**src/rtl/fifo_sync_ram.sv**
```systemverilog
// rtl/fifo_sync_ram.sv - single-clock FIFO over an inferred dual-port array with occupancy flags
module fifo_sync_ram #(
    parameter int WIDTH    = 8,
    parameter int DEPTH    = 256,
    parameter int AF_LEVEL = DEPTH - 1,
    parameter int AE_LEVEL = 1
) (
    input  logic                         i_Clk,
    input  logic                         i_Rst_L,
    input  logic                         i_Wr_DV,
    input  logic [WIDTH-1:0]             i_Wr_Data,
    output logic                         o_Full,
    output logic                         o_AF_Flag,
    output logic                         o_Overflow,
    input  logic                         i_Rd_En,
    output logic                         o_Rd_DV,
    output logic [WIDTH-1:0]             o_Rd_Data,
    output logic                         o_Empty,
    output logic                         o_AE_Flag,
    output logic                         o_Underflow,
    output logic [$clog2(DEPTH+1)-1:0]   o_Count
);
    localparam int AW = $clog2(DEPTH);
    localparam int CW = $clog2(DEPTH + 1);

    logic [WIDTH-1:0] mem [0:DEPTH-1];
    logic [AW-1:0]    wr_ptr;
    logic [AW-1:0]    rd_ptr;
    logic             wr_ok;
    logic             rd_ok;

    // DEPTH need not be a power of two, so wrap on an explicit compare.
    function automatic logic [AW-1:0] bump(input logic [AW-1:0] p);
        return (p == AW'(DEPTH - 1)) ? '0 : p + AW'(1);
    endfunction

    // Flags come only from the registered count; request inputs never reach them.
    assign o_Full    = (o_Count == CW'(DEPTH));
    assign o_Empty   = (o_Count == '0);
    assign o_AF_Flag = (o_Count >= CW'(AF_LEVEL));
    assign o_AE_Flag = (o_Count <= CW'(AE_LEVEL));

    assign wr_ok = i_Wr_DV && !o_Full;
    assign rd_ok = i_Rd_En && !o_Empty;

    always_ff @(posedge i_Clk) begin
        if (wr_ok) begin
            mem[wr_ptr] <= i_Wr_Data;
        end
    end

    always_ff @(posedge i_Clk or negedge i_Rst_L) begin
        if (!i_Rst_L) begin
            wr_ptr      <= '0;
            rd_ptr      <= '0;
            o_Count     <= '0;
            o_Rd_DV     <= 1'b0;
            o_Rd_Data   <= '0;
            o_Overflow  <= 1'b0;
            o_Underflow <= 1'b0;
        end else begin
            o_Rd_DV     <= rd_ok;
            o_Overflow  <= i_Wr_DV && o_Full;
            o_Underflow <= i_Rd_En && o_Empty;
            if (wr_ok) begin
                wr_ptr <= bump(wr_ptr);
            end
            if (rd_ok) begin
                rd_ptr    <= bump(rd_ptr);
                o_Rd_Data <= mem[rd_ptr];
            end
            case ({wr_ok, rd_ok})
                2'b10:   o_Count <= o_Count + CW'(1);
                2'b01:   o_Count <= o_Count - CW'(1);
                default: o_Count <= o_Count;
            endcase
        end
    end
endmodule

```
**config.mk**
```make
export PLATFORM = sky130hd
export DESIGN_NAME = fifo_sync_ram
export DESIGN_NICKNAME = d
export VERILOG_FILES = /design/src/rtl/fifo_sync_ram.sv
export SDC_FILE = /design/constraint.sdc
export NUM_CORES = 2
export LEC_CHECK = 0
export CORE_AREA = 2 2 524 526
export CTS_BUF_LIST = sky130_fd_sc_hd__clkbuf_8
export DETAILED_ROUTE_END_ITERATION = 8
export DIE_AREA = 0 0 526 528
export MAX_ROUTING_LAYER = met4
export PLACE_DENSITY = 0.43
export SYNTH_ARGS = -nofsm -noshare
export SYNTH_HDL_FRONTEND = slang
export SYNTH_SLANG_ARGS = --single-unit
```
**constraint.sdc**
```tcl
create_clock -name i_Clk -period 3.7 [get_ports i_Clk]
set_clock_uncertainty 0.2 [all_clocks]
set_input_delay 1.11 -clock i_Clk [delete_from_list [all_inputs] [get_ports i_Clk]]
set_output_delay 1.11 -clock i_Clk [all_outputs]
set_load 0.005 [all_outputs]
```
# Word-level counts from Yosys, hierarchy flattened
# Memories as Yosys holds them, arrays and structs flattened. A register that Yosys moved wholly into a read port is not among the register bits.
# Cells that the tools add are included.
totals:
  mem_count: 1
  word_cells: 32
  inputBits: 12
  output_inout_bits: 24
  ram_bits: 2048
  register_bits: 28
classes:
  addsub: 4
  eq_ne: 5
  reduce_logical: 9
  muxes: 5
  n_lt_le_gt_ge: 2
memory_table:
  columns: ["memory", "words", "word_bits", "rd", "rd_ports_with_merged_regs", "wr", "line_no", "source"]
  rows:
  - ["mem", 256, 8, 1, 1, 1, "26", "logic [WIDTH-1:0] mem [0:DEPTH-1];"]
op_table:
  columns: ["cell", "n"]
  rows:
  - ["one-hot mux 9 bit (2 select lines)", 1]
  - ["adder 8 x 1 -> 8 bit (second input constant)", 2]
  - ["== test 8 bit (second input constant)", 2]
  - ["2-to-1 mux 8 bit", 2]
  - ["adder 9 x 1 -> 9 bit (second input constant)", 1]
  - ["== test 9 bit (second input constant)", 1]
  - [">= comparator 9 x 8 -> 1 bit (second input constant)", 1]
  - ["<= comparator 9 x 1 -> 1 bit (second input constant)", 1]
  - ["zero test 9 bit", 1]
  - ["subtractor 9 x 1 -> 9 bit (second input constant)", 1]
  - ["logical AND 1 bit", 4]
  - ["zero test 1 bit", 3]
  - ["== test 2 x 1 -> 1 bit (second input constant)", 1]
  - ["== test 2 bit (second input constant)", 1]
  - ["2-to-1 mux 1 bit", 2]
  - ["nonzero test 2 bit", 1]

# Logic depth before layout (Yosys ltp)
depth:
  depth_word: 5
  ltp_mapped: 13
  mapped_depth_nobuf: 11

# Worst setup path after synthesis
# Ideal clock, no wire load.
synth_timing:
  path_type: "in2reg"
  start: "in i_Wr_DV"
  end: "mem mem[117][0] (enable)"
  path_buffers: 2
  path_slack_ps: 386
  required_time_ps: 3130
  path_stages: 7
  arrival_ps: 2744
  setup_time_ps: 370
  path_cell_list: "and2_1 clkbuf_1 inv_1 nor3b_1 nand2_1 clkbuf_1 nor2_1"
synth_between:
  elab_chain_len: 3
synth_lines:
  columns: ["item", "line_no", "source"]
  rows:
  - ["from (decl)", "10", "input logic i_Wr_DV,"]
  - ["logical AND 1 bit", "43", "assign wr_ok = i_Wr_DV && !o_Full;"]
  - ["2-to-1 mux 1 bit", "47", "if (wr_ok) begin"]
  - ["2-to-1 mux 1 bit (implied by the code)", "48", "mem[wr_ptr] <= i_Wr_Data;"]
  - ["to (decl)", "26", null]
# No other way between the ends.

==> flow_metrics.py <==
metrics = {
    "pwr": {
        "vdd_drop_max_mv": 0.5566,
        "p_leak_nw": 31.97,
        "power_density_nw_per_um2": 689.9,
        "p_total_mw": 67.16,
    },
    "setup_path": {
        "endpoint_kind": "register",
        "startpoint_type": "register",
        "path_class": "register to register",
        "crit_required_ps": 4370,
        "slowest_delay_ps": 560,
        "cp_slowest_cell": "mux4_2",
        "path_cells": "buf_12 -> buf_12 -> buf_16 -> mux4_2 -> mux4_2 -> nand2_1 -> o31ai_1 -> a21oi_2 -> nor4_1 -> buf_4 -> a211o_1",
        "arrival_ps": 4280,
        "path_delay_family": "multiplexers",
        "cp_max_fo": 25,
        "crit_buf_inv": 4,
    },
    "synth": {
        "synthTopCellsByCount": "edfxtp_1, mux4_2, nor2_1",
        "yosys_most_used_dff": "edfxtp_1",
        "synth_most_common_cell": "edfxtp_1",
        "synthTopCellsByArea": "edfxtp_1, mux4_2, mux2i_1",
        "synth_top_area_share_pct": 75.56,
        "syn_inst": 3976,
        "yosysSeqAreaShare_pct": 76.67,
        "synth.distinct_cells": 56,
        "syn_avg_cell_area_um2": 20.47,
        "yosysWarnings": 0,
        "async_flop_share_pct": 1.727,
        "yosys_register_bits": 2084,
        "yosys.area.top_type": "edfxtp_1",
        "synth_area_um2": 81390,
        "synth_enable_flop_cells": 2048,
        "syn-num-nets": 3999,
    },
    "grt": {
        "grt_pass1_vias": 44080,
        "grt_overflow_total": 0,
        "grt_pass1_wl_mm": 341.5,
        "grt_max_degree": 141,
        "grt.total_usage_pct": 17.61,
        "antenna_found_initial": 7,
    },
    "clock_network": {
        "cts.sinks": 2084,
        "cts_inserted_buffers": 358,
        "clock_path_buffers": 4,
        "root_buffer": "clkbuf_8",
        "h-tree-depth": 5,
        "path_clk_slew_ps": 60,
        "cts_tree": "built",
        "clock_latency_ps": 960,
    },
    "timing": {
        "hold_violations": 0,
        "setup_viol": 0,
        "worst_pin_slew_ps": 1012,
        "slew_headroom_pct": 32.40,
        "rsz0062_at_grt": "true",
        "drv_slew": 0,
        "fin_setup_tns_ps": 0,
        "fmaxAchievable_mhz": 276.5,
        "min_period_ps": 3617,
        "finalCritPeriodShare_pct": 97.75,
    },
    "floorplan": {
        "die_area_um2": 277700,
        "fp-row-count": 192,
        "die_w_um": 526,
        "fp.dieH_um": 528,
        "pin_count": 36,
        "core_area_um2": 272400,
        "start_util_pct": 29.87,
    },
    "drt": {
        "dr.pass1.iters": 5,
        "via_per_inst": 4.976,
        "wl_per_cell_um": 28.30,
        "drc": 0,
        "drt_first_iter_violations": 3864,
        "wirelength_mm": 241.9,
        "via_count": 42540,
        "antenna_left": 0,
    },
    "layout": {
        "layout.nets": 4722,
        "drive_gt1_share_pct": 30.52,
        "syn_to_final_growth_pct": 19.60,
        "fin_cells": 8548,
    },
    "placed_design": {
        "gp_congestion": 0.8067,
        "dp.cells": 7908,
        "io_buffers": 35,
        "place_hpwl_mm": 148.2,
    },
    "run": {
        "drv_cap": 0,
    },
    "worst_hold_path": {
        "hp-class": "primary input to register",
    },
    "run_status": {
        "status": "finished clean",
    },
}
flip-flops by register name, indices dropped and copies added (netlist names):
signal / cells
o_Rd_DV: 1
o_Underflow: 1
mem: 2048
o_Overflow: 1
rd_ptr: 8
o_Rd_Data: 8
wr_ptr: 8
o_Count: 9
power breakdown:
group	internal (mW)	total, mW	leakage, nW	switching [mW]
clock network	9.54	18.9	3.67	9.39
logic	9.16	21.6	9.47	12.4
registers	26.3	26.6	18.8	0.365
per-stage QoR:
step                      area [um^2]  hold WS [ps]  util [%]  setup WS, ps
after floorplan                 81390         280.5         -         385.7
after global placement          90310         319.3     33.15         -1005
after detailed placement        90390         321.7     33.18        -509.7
after CTS                       97020         173.6     35.61        -28.02
after global routing            97330         187.3     35.73        -27.45
final                           97340         251.4     35.73         83.36
cells in the final DEF, fill, tap and decap left out, types with 8 or more instances in the layout:
| cell type | netlist | routed |
|---|---|---|
| nand2b_1 | 13 | 12 |
| buf_12 | 1 | 85 |
| nand2_2 | 0 | 16 |
| a211o_1 | 8 | 8 |
| a211oi_1 | 15 | 12 |
| nand2_1 | 104 | 87 |
| buf_8 | 2 | 11 |
| o22ai_1 | 68 | 67 |
| inv_1 | 13 | 142 |
| ha_1 | 11 | 9 |
| clkinv_2 | 0 | 25 |
| nand3_1 | 29 | 27 |
| nor2_1 | 317 | 313 |
| a2111oi_1 | 0 | 10 |
| a221oi_1 | 14 | 14 |
| buf_4 | 36 | 460 |
| o32ai_1 | 9 | 9 |
| clkdlybuf4s50_1 | 0 | 22 |
| nor4_1 | 17 | 8 |
| o221ai_1 | 107 | 103 |
| edfxtp_1 | 2048 | 2048 |
| o21ai_0 | 32 | 26 |
| nor2b_1 | 11 | 11 |
| clkbuf_8 | 0 | 361 |
| buf_16 | 0 | 10 |
| xnor2_1 | 12 | 12 |
| a21oi_1 | 64 | 63 |
| mux2i_1 | 253 | 252 |
| nor3_1 | 34 | 28 |
| mux4_2 | 426 | 426 |
| a31oi_1 | 9 | 9 |
| mux4_1 | 8 | 8 |
| clkinv_1 | 1 | 77 |
| dfrtp_1 | 36 | 25 |
final cells by class:
class | count | area, um^2
diodes | 2 | 5.005
clock buffers | 361 | 4969
clock inverters | 257 | 1286
fillers | 25600 | 175100
inverters | 16 | 67.56
multi-input cells | 1632 | 18000
flip-flops and latches | 2084 | 62430
well taps | 3589 | 4491
repair buffers | 607 | 6095
cell families (layout without fill, tap and decap cells):
logic type | Yosys count | after routing | synth area share [%]
AOI/OAI and AO/OA | 368 | 368 | 3.250
buffers and inverters | 260 | 1241 | 1.722
other | 0 | 2 | 0
adders and majority gates | 11 | 11 | 0.1691
xor gates and xnor gates | 17 | 17 | 0.1829
and+or+nand+nor | 547 | 547 | 2.818
muxes | 689 | 689 | 15.19
DFF | 2084 | 2084 | 76.67
timing repair:
| action | CTS | global route |
|---|---|---|
| hold buffers | 1 | 0 |
| gates cloned | 2 | 4 |
| setup buffers | 12 | 1 |
| endpoints found under the setup margin | 14 | 11 |
| resized for setup | 69 | 43 |
| pin swaps | 6 | 6 |
| hold endpoints to repair | 3 | 0 |
layer usage:
layer / vias to the layer above / track usage, % / routed length [um]
met4: 0 / 4.340 / 5758
met1: 23010 / 23.86 / 109100
li1: 18030 / - / -
met5: - / - / 0
met2: 1145 / 27.77 / 115900
met3: 358 / 2.747 / 11080
worst paths after layout:
kind	startpoint	end	slack, ps	cells past startpoint
min in group asynchronous	i_Rst_L	rd_ptr[1]	620	2
worst max register to register	rd_ptr[0]	o_Rd_Data[0]	80	11
worst max-delay path	rd_ptr[0]	o_Rd_Data[0]	80	11
max in group asynchronous	i_Rst_L	o_Rd_Data[1]	1910	3
worst min-delay path	i_Wr_Data[4]	mem[198][4]	250	1
worst min register to register	o_Count[5]	o_Count[5]	330	1
(Power assumes the default switching activity.)
